===== src/rtl/driver_risk_scorer.sv =====
// Driver risk scorer: weighted |sample| sum, WIN-deep moving average, saturated score,
// persistence-filtered NORMAL/WARN/EMERG level with hysteresis and maskable sticky interrupts.
module driver_risk_scorer #(
  parameter int unsigned NCH = 4,
  parameter int unsigned DW  = 8,
  parameter int unsigned WIN = 8
) (
  input  logic                clk,
  input  logic                rst,
  input  logic                smp_valid,
  input  logic [NCH*DW-1:0]   smp_data,
  input  logic                cfg_we,
  input  logic [3:0]          cfg_addr,
  input  logic [15:0]         wght_data,
  input  logic [1:0]          irq_mask,
  input  logic                irq_ack,
  output logic [1:0]          irq,
  output logic [15:0]         score,
  output logic                score_valid,
  output logic [1:0]          level
);

  localparam int unsigned PW = DW + 16;
  localparam int unsigned IW = PW + $clog2(NCH);
  localparam int unsigned LW = $clog2(WIN);
  localparam int unsigned AW = IW + LW;

  typedef enum logic [1:0] {
    S_NORMAL = 2'b00,
    S_WARN   = 2'b01,
    S_EMERG  = 2'b10
  } state_t;

  logic [15:0]   r_wght [NCH];
  logic [15:0]   r_warn_th;
  logic [15:0]   r_emerg_th;
  logic [15:0]   r_persist;
  logic [15:0]   r_hyst;

  logic [DW-1:0] w_abs  [NCH];
  logic [PW-1:0] r_prod [NCH];
  logic          r_v1;
  logic [IW-1:0] w_inst;
  logic [IW-1:0] r_inst;
  logic          r_v2;

  logic [IW-1:0] r_buf [WIN];
  logic [LW-1:0] r_ptr;
  logic [AW-1:0] r_acc;
  logic [AW-1:0] w_acc_nxt;
  logic [IW-1:0] w_avg;
  logic [15:0]   w_score;

  logic [15:0]   r_score;
  logic          r_score_valid;
  state_t        r_state;
  state_t        w_state_nxt;
  logic [15:0]   r_wcnt, r_ecnt;
  logic [15:0]   w_wcnt_nxt, w_ecnt_nxt;
  logic [15:0]   w_pe, w_warn_lo, w_emerg_lo;
  logic [1:0]    w_set;
  logic [1:0]    r_pend, w_pend_nxt;
  logic [1:0]    r_irq, w_irq_nxt;

  always_ff @(posedge clk) begin
    if (rst) begin
      for (int unsigned i = 0; i < NCH; i++) r_wght[i] <= 16'd1;
      r_warn_th  <= '1;
      r_emerg_th <= '1;
      r_persist  <= 16'd1;
      r_hyst     <= '0;
    end else if (cfg_we) begin
      for (int unsigned i = 0; i < NCH; i++)
        if (cfg_addr == 4'(i)) r_wght[i] <= wght_data;
      case (cfg_addr)
        4'd8:    r_warn_th  <= wght_data;
        4'd9:    r_emerg_th <= wght_data;
        4'd10:   r_persist  <= wght_data;
        4'd11:   r_hyst     <= wght_data;
        default: ;
      endcase
    end
  end

  // Two's-complement magnitude fits DW unsigned bits, including the most-negative value.
  always_comb begin
    for (int unsigned i = 0; i < NCH; i++)
      w_abs[i] = smp_data[i*DW+DW-1] ? DW'(~smp_data[i*DW +: DW] + 1'b1)
                                     : smp_data[i*DW +: DW];
  end

  always_ff @(posedge clk) begin
    if (rst) begin
      r_v1 <= 1'b0;
    end else begin
      r_v1 <= smp_valid;
      if (smp_valid)
        for (int unsigned i = 0; i < NCH; i++)
          r_prod[i] <= PW'(w_abs[i]) * PW'(r_wght[i]);
    end
  end

  always_comb begin
    w_inst = '0;
    for (int unsigned i = 0; i < NCH; i++) w_inst = w_inst + IW'(r_prod[i]);
  end

  always_ff @(posedge clk) begin
    if (rst) begin
      r_v2 <= 1'b0;
    end else begin
      r_v2 <= r_v1;
      if (r_v1) r_inst <= w_inst;
    end
  end

  // Running sum of the window: the accumulator always equals the sum of r_buf.
  always_comb begin
    w_acc_nxt = r_acc + AW'(r_inst) - AW'(r_buf[r_ptr]);
    w_avg     = IW'(w_acc_nxt >> LW);
    w_score   = (w_avg > IW'(16'hFFFF)) ? 16'hFFFF : w_avg[15:0];
  end

  always_comb begin
    w_pe       = (r_persist == '0) ? 16'd1 : r_persist;
    w_warn_lo  = (r_warn_th  > r_hyst) ? r_warn_th  - r_hyst : '0;
    w_emerg_lo = (r_emerg_th > r_hyst) ? r_emerg_th - r_hyst : '0;
    w_wcnt_nxt = (w_score >= r_warn_th)  ? ((r_wcnt >= w_pe) ? w_pe : r_wcnt + 16'd1) : '0;
    w_ecnt_nxt = (w_score >= r_emerg_th) ? ((r_ecnt >= w_pe) ? w_pe : r_ecnt + 16'd1) : '0;
    w_state_nxt = r_state;
    w_set       = 2'b00;
    if (r_v2) begin
      case (r_state)
        S_NORMAL: begin
          if (w_ecnt_nxt >= w_pe) begin
            w_state_nxt = S_EMERG;
            w_set[1]    = 1'b1;
          end else if (w_wcnt_nxt >= w_pe) begin
            w_state_nxt = S_WARN;
            w_set[0]    = 1'b1;
          end
        end
        S_WARN: begin
          if (w_ecnt_nxt >= w_pe) begin
            w_state_nxt = S_EMERG;
            w_set[1]    = 1'b1;
          end else if (w_score < w_warn_lo) begin
            w_state_nxt = S_NORMAL;
          end
        end
        S_EMERG: begin
          if (w_score < w_warn_lo)
            w_state_nxt = S_NORMAL;
          else if (w_score < w_emerg_lo && w_score >= r_warn_th)
            w_state_nxt = S_WARN;
        end
        default: w_state_nxt = S_NORMAL;
      endcase
    end
    w_pend_nxt = irq_ack ? w_set : (r_pend | w_set);
    if (w_pend_nxt[1] && !irq_mask[1])      w_irq_nxt = 2'b10;
    else if (w_pend_nxt[0] && !irq_mask[0]) w_irq_nxt = 2'b01;
    else                                    w_irq_nxt = 2'b00;
  end

  always_ff @(posedge clk) begin
    if (rst) begin
      for (int unsigned i = 0; i < WIN; i++) r_buf[i] <= '0;
      r_ptr         <= '0;
      r_acc         <= '0;
      r_score       <= '0;
      r_score_valid <= 1'b0;
      r_state       <= S_NORMAL;
      r_wcnt        <= '0;
      r_ecnt        <= '0;
      r_pend        <= '0;
      r_irq         <= '0;
    end else begin
      r_score_valid <= r_v2;
      if (r_v2) begin
        r_buf[r_ptr] <= r_inst;
        r_ptr        <= r_ptr + 1'b1;
        r_acc        <= w_acc_nxt;
        r_score      <= w_score;
        r_wcnt       <= w_wcnt_nxt;
        r_ecnt       <= w_ecnt_nxt;
        r_state      <= w_state_nxt;
      end
      r_pend <= w_pend_nxt;
      r_irq  <= w_irq_nxt;
    end
  end

  assign score       = r_score;
  assign score_valid = r_score_valid;
  assign level       = r_state;
  assign irq         = r_irq;

endmodule


===== config.mk =====
export PLATFORM = sky130hd
export DESIGN_NAME = driver_risk_scorer
export DESIGN_NICKNAME = d
export VERILOG_FILES = /design/src/rtl/driver_risk_scorer.sv
export SDC_FILE = /design/constraint.sdc
export NUM_CORES = 2
export LEC_CHECK = 0
export ABC_AREA = 1
export ABC_CLOCK_PERIOD_IN_PS = 16600
export CORE_ASPECT_RATIO = 1.75
export CORE_MARGIN = 2
export CORE_UTILIZATION = 45
export CTS_CLUSTER_DIAMETER = 40
export DETAILED_ROUTE_END_ITERATION = 6
export SLEW_MARGIN = 20
export SYNTH_ARGS = -nofsm -noshare
export SYNTH_HDL_FRONTEND = slang
export SYNTH_SLANG_ARGS = --single-unit

===== constraint.sdc =====
create_clock -name clk -period 16.6 [get_ports clk]
set_input_delay 3.32 -clock clk [delete_from_list [all_inputs] [get_ports clk]]
set_output_delay 3.32 -clock clk [all_outputs]
set_load 0.05 [all_outputs]

==> results.yml <==
clock_tree:
  ctsResizeCount: 0
  cts.clk_slew.worst_paths_ns: 0.06
  cts_root_buf: "clkbuf_16"
  post_cts_buffers: 0
  postCtsHoldBufs: 0
  cts_tree: "yes"
  cts-buffers-inserted: 73
  cts_buffer_depth: 3
  h-tree-depth: 3
  clk_latency_ns: 0.67
  cts_sinks: 550
logic_synthesis:
  synthCells: 5316
  synthAdderAreaFrac_pct: 28.91
  synth_area_leaders: "edfxtp_1, fa_1, ha_1, nand2_1, inv_1"
  synth_top_family_by_area: "adder cells"
  ys_types: 54
  synth-simple-area-share_pct: 16.80
  synthMuxAreaShare_pct: 0
  async_flop_share_pct: 0
  synth_top_flop_cell: "edfxtp_1"
  yosys_warnings: 0
  synth_compound_area_share_pct: 9.844
  synthesis.nets: 6182
  avgSynthCellArea_sq_um: 8.581
  synth_area_sq_um: 45620
  synth.largest_area_cell: "edfxtp_1"
  seq_area_frac_synth_pct: 32.78
  synth_seq_cells: 550
  synth_xor_area_share_pct: 2.650
  synth_top_area_share_pct: 25.94
  synth-edff-count: 394
placed_design:
  placed_cells: 6607
  port_buffers: 79
  dp_hpwl_um: 102700
  place_congestion: 0.9443
setup_path:
  cp_slowest_cell: "dfxtp_4"
  cp-end-kind: "flop"
  cp.required_ns: 17.12
  crit_top_cell: "nand2_1"
  path_class: "flop to flop"
  worstPathArrival_ns: 10.62
  start_kind: "flop"
  critPathMaxFanout: 78
  crit_path_max_incr_delay_ns: 0.69
floorplan:
  die_height_um: 425.2
  die_area_sq_um: 104000
  std_cell_rows: 154
  coreArea_sq_um: 100600
  num_io_pins: 80
  initial_core_util_pct: 45.35
  die_x_um: 244.7
pwr:
  power_density_nw_per_um2: 167.9
  ir_drop_mv: 0.2168
  p_leak_nw: 23.66
cells_and_area:
  layout-drive-gt1-share_pct: 4.413
  antenna_cells: 0
  syn2layout_area_growth_pct: 10.24
  layout_common_cells: "nand2_1, inv_1, nor2_1"
  fin_nets: 6222
  final_common_cell: "nand2_1"
  final_cells: 6742
sta:
  drv_slew: 0
  period_needed_ns: 10.10
  setup_violations: 0
  rsz0062_at_grt: "no"
  final-hold-violation-count: 0
  max_freq_mhz: 99.01
  relSlewSlack_pct: 32.55
  fin_skew_ns: 0.03666
  fin_setup_tns_ns: 0
  worst_slew_pin_slew_ns: 1.009
  period_share_pct: 60.84
status:
  status: "complete, no violations"
drt:
  num_vias: 35710
  ant_nets: 0
  drt-initial-drc-count: 2158
  drt_first_pass_iters: 5
  wire_per_inst_um: 19.79
  totalWireLength_um: 133400
  drc: 0
  vias_per_cell: 5.297
grt:
  grt_max_degree: 79
  grt_pass1_wl_um: 204400
  grt_pass1_vias: 36560
  overflow: 0
  antenna_found_initial: 2
  gr-usage-all-layers_pct: 26.00
job:
  cap_violations: 0
hold_path:
  hp-class: "flop to flop"
[synth_stat cells, types with 4 or more instances]
library cell / instances
dfxtp_1: 156
a211oi_1: 26
nand3_1: 88
a21o_1: 6
o21ai_0: 267
inv_1: 913
o211a_1: 5
o21bai_1: 7
o22ai_1: 27
a31oi_1: 33
xnor2_1: 39
nand2_2: 6
fa_1: 412
a21oi_1: 312
o211ai_1: 37
o221ai_1: 21
nand2_1: 917
xor2_1: 99
o31ai_1: 9
edfxtp_1: 394
nor2_2: 7
or2_2: 28
ha_1: 395
nand3b_1: 10
nor3_1: 31
o21ai_2: 4
and3_1: 5
nand4_1: 26
inv_2: 6
o21ai_1: 24
nor2_1: 790
buf_1: 14
nor4_1: 5
and2_1: 5
clkinv_1: 27
clkbuf_1: 135
[metrics by stage]
stage / cell area, sq um / hold WS [ns] / worst slack [ns] / power [mW] / utilization, %
2_1_floorplan: 45620 / 0.4107 / 7.504 / 5.447 / -
3_3_place_gp: 47830 / 0.4498 / 6.420 / 6.793 / 47.56
5_1_grt: 50290 / 0.4954 / 5.636 / 9.139 / 50.00
6_report: 50290 / 0.4777 / 6.500 / 8.442 / 50.00
3_5_place_dp: 47830 / 0.4444 / 6.335 / 6.862 / 47.56
4_1_cts: 50280 / 0.4779 / 6.428 / 8.494 / 49.99
[kinds of logic after synthesis]
group                    after synthesis
XOR/XNOR                             138
AND/OR/NAND/NOR                     1926
AO/OA/AOI/OAI                        800
flip-flops                           550
buffers and inverters               1095
adder cells (fa/ha/maj)              807
[worst max-delay path: cells and delay by family (launching register included)]
kind | cells | cell delay (ns)
compound gates | 14 | 2.64
fa+ha+maj | 4 | 1.59
buf+inv | 8 | 1.83
flops | 1 | 0.69
simple gates | 25 | 3.12
[routing by layer]
metal / track usage (%) / part of all wire [%]
met1: 27.00 / 35
met2: 48.68 / 53
met3: 2.705 / 3.9
met4: 17.96 / 7.7
met5: 0 / 0.015
[worst paths after layout]
path | start | end | slack (ns) | depth (start not counted)
min reg2reg | r_v1 | r_v2 | 0.48 | 2
max | flop | irq[0] | 6.50 | 51
min | r_v1 | r_v2 | 0.48 | 2
max reg2reg | flop | irq[0] | 6.50 | 51
[power breakdown]
group          total (mW)  leakage, nW  switching [mW]  internal, mW
logic                4.79         17.3            3.03          1.76
registers            2.06         5.19           0.175          1.88
clock network        1.59         1.18           0.691         0.899
total                8.44         23.7            3.90          4.55
[final cells by class]
type	instances	area [sq um]
clock inverters	48	506.7
clock buffers	87	1941
well taps	1326	1659
flip-flops and latches	550	14960
repair buffers	114	1049
fillers	9647	50290
inverters	946	3552
multi-input cells	3671	26620
[sequential cells by signal, indices dropped and copies added, names as in the netlist, named ones only]
name and count:
r_v2 1, r_hyst 16, r_wght 64, r_emerg_th 16
irq 2, r_ecnt 16, level 2, r_warn_th 16
r_inst 26, score 16, r_pend 2, r_wcnt 16
r_acc 29, score_valid 1, r_v1 1, r_buf 208
r_prod 96, r_ptr 3, r_persist 16
Power figures use the tool's default switching activity.
